--- config.mk ---
export PLATFORM = sky130hd
export DESIGN_NAME = booth_mult_arbiter
export DESIGN_NICKNAME = d
export VERILOG_FILES = /design/src/rtl/booth_mult_arbiter.sv
export SDC_FILE = /design/constraint.sdc
export NUM_CORES = 1
export LEC_CHECK = 0
export ABC_AREA = 0
export CORE_UTILIZATION = 50
export CTS_CLUSTER_SIZE = 14
export DETAILED_ROUTE_END_ITERATION = 12
export DONT_BUFFER_PORTS = 1
export HOLD_SLACK_MARGIN = 0.06
export PLACE_DENSITY = 0.75
export SETUP_SLACK_MARGIN = 0.4
export SYNTH_ARGS = -nofsm -noshare
export SYNTH_HDL_FRONTEND = slang
export SYNTH_SLANG_ARGS = --single-unit
--- constraint.sdc ---
create_clock -name clk -period 2.5 [get_ports clk]
set_input_delay 0.5 -clock clk [delete_from_list [all_inputs] [get_ports clk]]
set_output_delay 0.5 -clock clk [all_outputs]
set_load 0.05 [all_outputs]
--- src/rtl/booth_mult_arbiter.sv ---
// Round-robin arbiter sharing one booth_mult between NREQ requesters, one multiply in flight.
// Latency: accept T, mult_en T+1, product T+2 (1-cycle booth), resp_valid T+3; watchdog ends WAIT after MAX_WAIT cycles.
// Backpressure: req_ready only in IDLE; response held until resp_ready of the granted requester.
module booth_mult_arbiter #(
    parameter int NREQ     = 2,
    parameter int MAX_WAIT = 8
) (
    input  logic                 clk,
    input  logic                 rst_n,
    input  logic [NREQ-1:0]      req_valid,
    output logic [NREQ-1:0]      req_ready,
    input  logic [NREQ*15-1:0]   req_multiplicand,
    input  logic [NREQ*5-1:0]    req_multiplier,
    output logic [NREQ-1:0]      resp_valid,
    input  logic [NREQ-1:0]      resp_ready,
    output logic [18:0]          resp_data,
    output logic                 resp_err,
    output logic                 busy,
    output logic                 mult_en,
    output logic [14:0]          multiplicand,
    output logic [4:0]           multiplier,
    input  logic                 mult_out_valid,
    input  logic [18:0]          mult_out
);
    localparam int PW = (NREQ > 1) ? $clog2(NREQ) : 1;
    localparam int CW = $clog2(MAX_WAIT);

    typedef enum logic [1:0] {IDLE, ISSUE, WAIT, RESP} state_t;

    state_t        state;
    logic [PW-1:0] ptr;
    logic [PW-1:0] gnt_q;
    logic [PW-1:0] gnt_idx;
    logic          gnt_any;
    logic [CW-1:0] wd_cnt;

    // First valid requester after the last one served, wrapping around.
    always_comb begin
        int j;
        j       = 0;
        gnt_idx = '0;
        gnt_any = 1'b0;
        for (int k = 1; k <= NREQ; k++) begin
            j = (int'(ptr) + k) % NREQ;
            if (!gnt_any && req_valid[j[PW-1:0]]) begin
                gnt_any = 1'b1;
                gnt_idx = j[PW-1:0];
            end
        end
    end

    always_comb begin
        req_ready = '0;
        if (state == IDLE && gnt_any) begin
            req_ready = NREQ'(1) << gnt_idx;
        end
    end

    assign busy = (state != IDLE);

    always_ff @(posedge clk or negedge rst_n) begin
        if (!rst_n) begin
            state        <= IDLE;
            ptr          <= PW'(NREQ - 1);
            gnt_q        <= '0;
            wd_cnt       <= '0;
            mult_en      <= 1'b0;
            multiplicand <= '0;
            multiplier   <= '0;
            resp_valid   <= '0;
            resp_data    <= '0;
            resp_err     <= 1'b0;
        end else begin
            case (state)
                IDLE: begin
                    if (gnt_any) begin
                        gnt_q        <= gnt_idx;
                        multiplicand <= req_multiplicand[15*int'(gnt_idx) +: 15];
                        multiplier   <= req_multiplier[5*int'(gnt_idx) +: 5];
                        mult_en      <= 1'b1;
                        state        <= ISSUE;
                    end
                end
                ISSUE: begin
                    mult_en <= 1'b0;
                    wd_cnt  <= '0;
                    state   <= WAIT;
                end
                WAIT: begin
                    // A product arriving on the last allowed cycle beats the timeout.
                    if (mult_out_valid) begin
                        resp_data  <= mult_out;
                        resp_err   <= 1'b0;
                        resp_valid <= NREQ'(1) << gnt_q;
                        state      <= RESP;
                    end else if (wd_cnt == CW'(MAX_WAIT - 1)) begin
                        resp_data  <= '0;
                        resp_err   <= 1'b1;
                        resp_valid <= NREQ'(1) << gnt_q;
                        state      <= RESP;
                    end else begin
                        wd_cnt <= wd_cnt + 1'b1;
                    end
                end
                RESP: begin
                    if (resp_ready[gnt_q]) begin
                        resp_valid <= '0;
                        resp_data  <= '0;
                        resp_err   <= 1'b0;
                        ptr        <= gnt_q;
                        state      <= IDLE;
                    end
                end
                default: state <= IDLE;
            endcase
        end
    end
endmodule

==> metrics.yaml <==
start_kind: "flop"
cts.path.max_buffers: 2
cts_buffers: 5
synth_cells: 182
via_per_inst: 6.50
wl_um: 4620
critical_path_class: "reg -> out"
hold_class: "in -> reg"
synth_seq_cells: 50
crit_path_top_delay_cell: "dfstp_2"
clkTransAtPathRegs_ns: 0.09
rows: 23
slew_violations: 0
synthMuxAreaShare_pct: 1.87
grtUsageTotal_pct: 19.6
syn_area_mm2: 0.00221
synth-compound-area-share_pct: 21.4
ff2ff_path_depth: 5
rsz0062_at_grt: "no"
hp-start: "mult_out[17]"
cts_root_buffer: "clkbuf_8"
first_pass_iters: 5
yosys.area_share.adder_pct: 3.97
crit_buf_inv: 2
die_h_um: 68.4
areaGrowthSynthToFinish_pct: 9.18
grt_pass1_vias: 1463
portBuffers: 0
cts.sinks: 50
min_path_cells: 1
drv_cap: 0
grt_max_degree: 51
slew_headroom_pct: 59.8
gr-total-overflow: 0
num-fill-cells: 344
final_common_cell: "dfrtp_1"
drt_iter0_markers: 57
setup_viol: 0
worstPathRequired_ns: 2.00
drive_gt1_share_pct: 13.0
crit_cells: 4
status: "finished, final reports clean"
postRouteAntennaNets: 0
seq_area_frac_synth_pct: 56.7
io_pins: 112
die_area_mm2: 0.00468
antenna_found_initial: 0
yosys.area_share.simple_pct: 11.6
final_nets: 256
startpoint: "ptr"
register_area_mm2: 0.00125
synth.avg_cell_area_um2: 12.1
n_antenna_cell: 0
r2r-start: "wd_cnt[0]"
post-route-drc-count: 0
routedWlPerCell_um: 19.8
tightest_slew_ns: 0.603
grt_pass1_wl_um: 6640
layout_common_cells: "dfrtp_1 (49), and3_1 (21), a221o_1 (20)"
cpPeakStageDelay_ns: 0.58
clk_latency_ns: 0.30
skew_ns: 0.0103
timing.fmax_mhz: 498
crit_path_end_kind: "output pin"
synth_top_family_by_area: "compound AO/OA/AOI/OAI gates"
min_period_ns: 2.01
synth-xor-area-share_pct: 0
cp.arrival_ns: 1.51
cts_tree: "built"
multi_input_area_um2: 882
dieWidth_um: 68.4
gp_congestion: 0.741
hpwl_um: 3350
ys_warn_count: 0
ys_types: 30
coreArea_mm2: 0.00412
htreeDepth: 2
crit_family: "flip-flops"
fin_crit_sh_pct: 80.4
hold_viol_final: 0
tns_ns: 0
vias: 1521
syn-num-nets: 255
initial_utilization_pct: 53.6
crit_chain: "nand2b_1 -> buf_6 -> and2_1 -> buf_4"
crit_fanout: 21
==> final cells by class <==
| class | instances | share of cell area, % |
|---|---|---|
| clock inverter | 2 | 0.727 |
| sequential | 50 | 52.0 |
| tap | 50 | 2.60 |
| multi-input combinational | 111 | 36.6 |
| inverter | 7 | 1.09 |
| timing repair buffer | 8 | 3.58 |
| clock buffer | 6 | 3.43 |
==> path summary, 6_finish.rpt <==
check	to	slack, ns
worst min-delay path	resp_data[17]	0.33
worst min register to register	wd_cnt[0]	0.51
worst max register to register	resp_data[7]	0.63
worst max-delay path	req_ready[0]	0.49
min in group asynchronous	multiplier[1]	0.75
max in group asynchronous	ptr	1.48
==> logic make-up (layout without fill, tap and decap cells) <==
group	Yosys count	in the layout
AO/OA/AOI/OAI	55	55
flip-flops	50	50
AND/OR/NAND/NOR	45	45
buffers and inverters	21	23
adder cells (fa/ha/maj)	7	7
multiplexers	4	4
==> through the flow <==
stage / setup slack [ns] / util (%) / hold slack, ns / std cells / cell area, um^2
finish: 0.491 / 58.6 / 0.328 / 234 / 2410
global placement: 0.513 / 54.6 / 0.205 / 224 / 2250
detailed placement: 0.476 / 54.6 / 0.205 / 224 / 2250
CTS: 0.402 / 58.2 / 0.323 / 234 / 2390
global route: 0.413 / 58.6 / 0.313 / 234 / 2410
floorplan: 0.485 / - / 0.204 / 182 / 2210
==> flip-flops by register name, summed over array words and instances, names as in the netlist <==
register	cells
gnt_q	1
mult_en	1
multiplicand	15
multiplier	5
ptr	1
resp_data	19
resp_err	1
resp_valid	2
state	2
wd_cnt	3
==> routing by layer <==
layer / global-route usage [%] / vias up / part of all wire [%]
met3: 8.17 / 7 / 9.5
met2: 34.6 / 88 / 51
met4: 5.99 / 0 / 1.1
met5: 0 / - / 0
met1: 21.2 / 736 / 39
li1: - / 690 / -
==> Yosys cell counts <==
cell / number / area (um^2)
a22o_1: 19 / 166
nand2b_1: 3 / 18.8
nor2_1: 4 / 15.0
nor2b_1: 2 / 12.5
inv_1: 7 / 26.3
a21oi_1: 5 / 25.0
mux2_2: 1 / 11.3
mux2i_1: 3 / 30.0
dfstp_2: 1 / 26.3
ha_1: 7 / 87.6
buf_6: 2 / 22.5
clkbuf_2: 1 / 5.00
a22oi_1: 1 / 7.51
nand3_1: 3 / 15.0
nor3b_2: 1 / 12.5
clkbuf_1: 9 / 33.8
dfrtp_1: 49 / 1230
and2_1: 2 / 12.5
or3b_2: 1 / 8.76
o21ai_0: 2 / 10.0
buf_2: 2 / 10.0
a2bb2oi_1: 1 / 8.76
a221o_1: 20 / 200
a211o_1: 1 / 8.76
o22ai_1: 2 / 12.5
nand2_1: 8 / 30.0
a221oi_1: 1 / 8.76
a21o_1: 2 / 15.0
and3_1: 21 / 131
o2bb2ai_1: 1 / 8.76
==> what timing repair did <==
item | CTS | global route
hold endpoints to repair | 50 | 0
setup endpoints to repair | 2 | 21
gates resized for setup | 2 | 5
pin swaps | 0 | 0
setup buffers | 0 | 0
hold buffers | 2 | 0
Power is not shown: default switching activity piles up to over one toggle a cycle in this logic, so the estimate is an artifact.
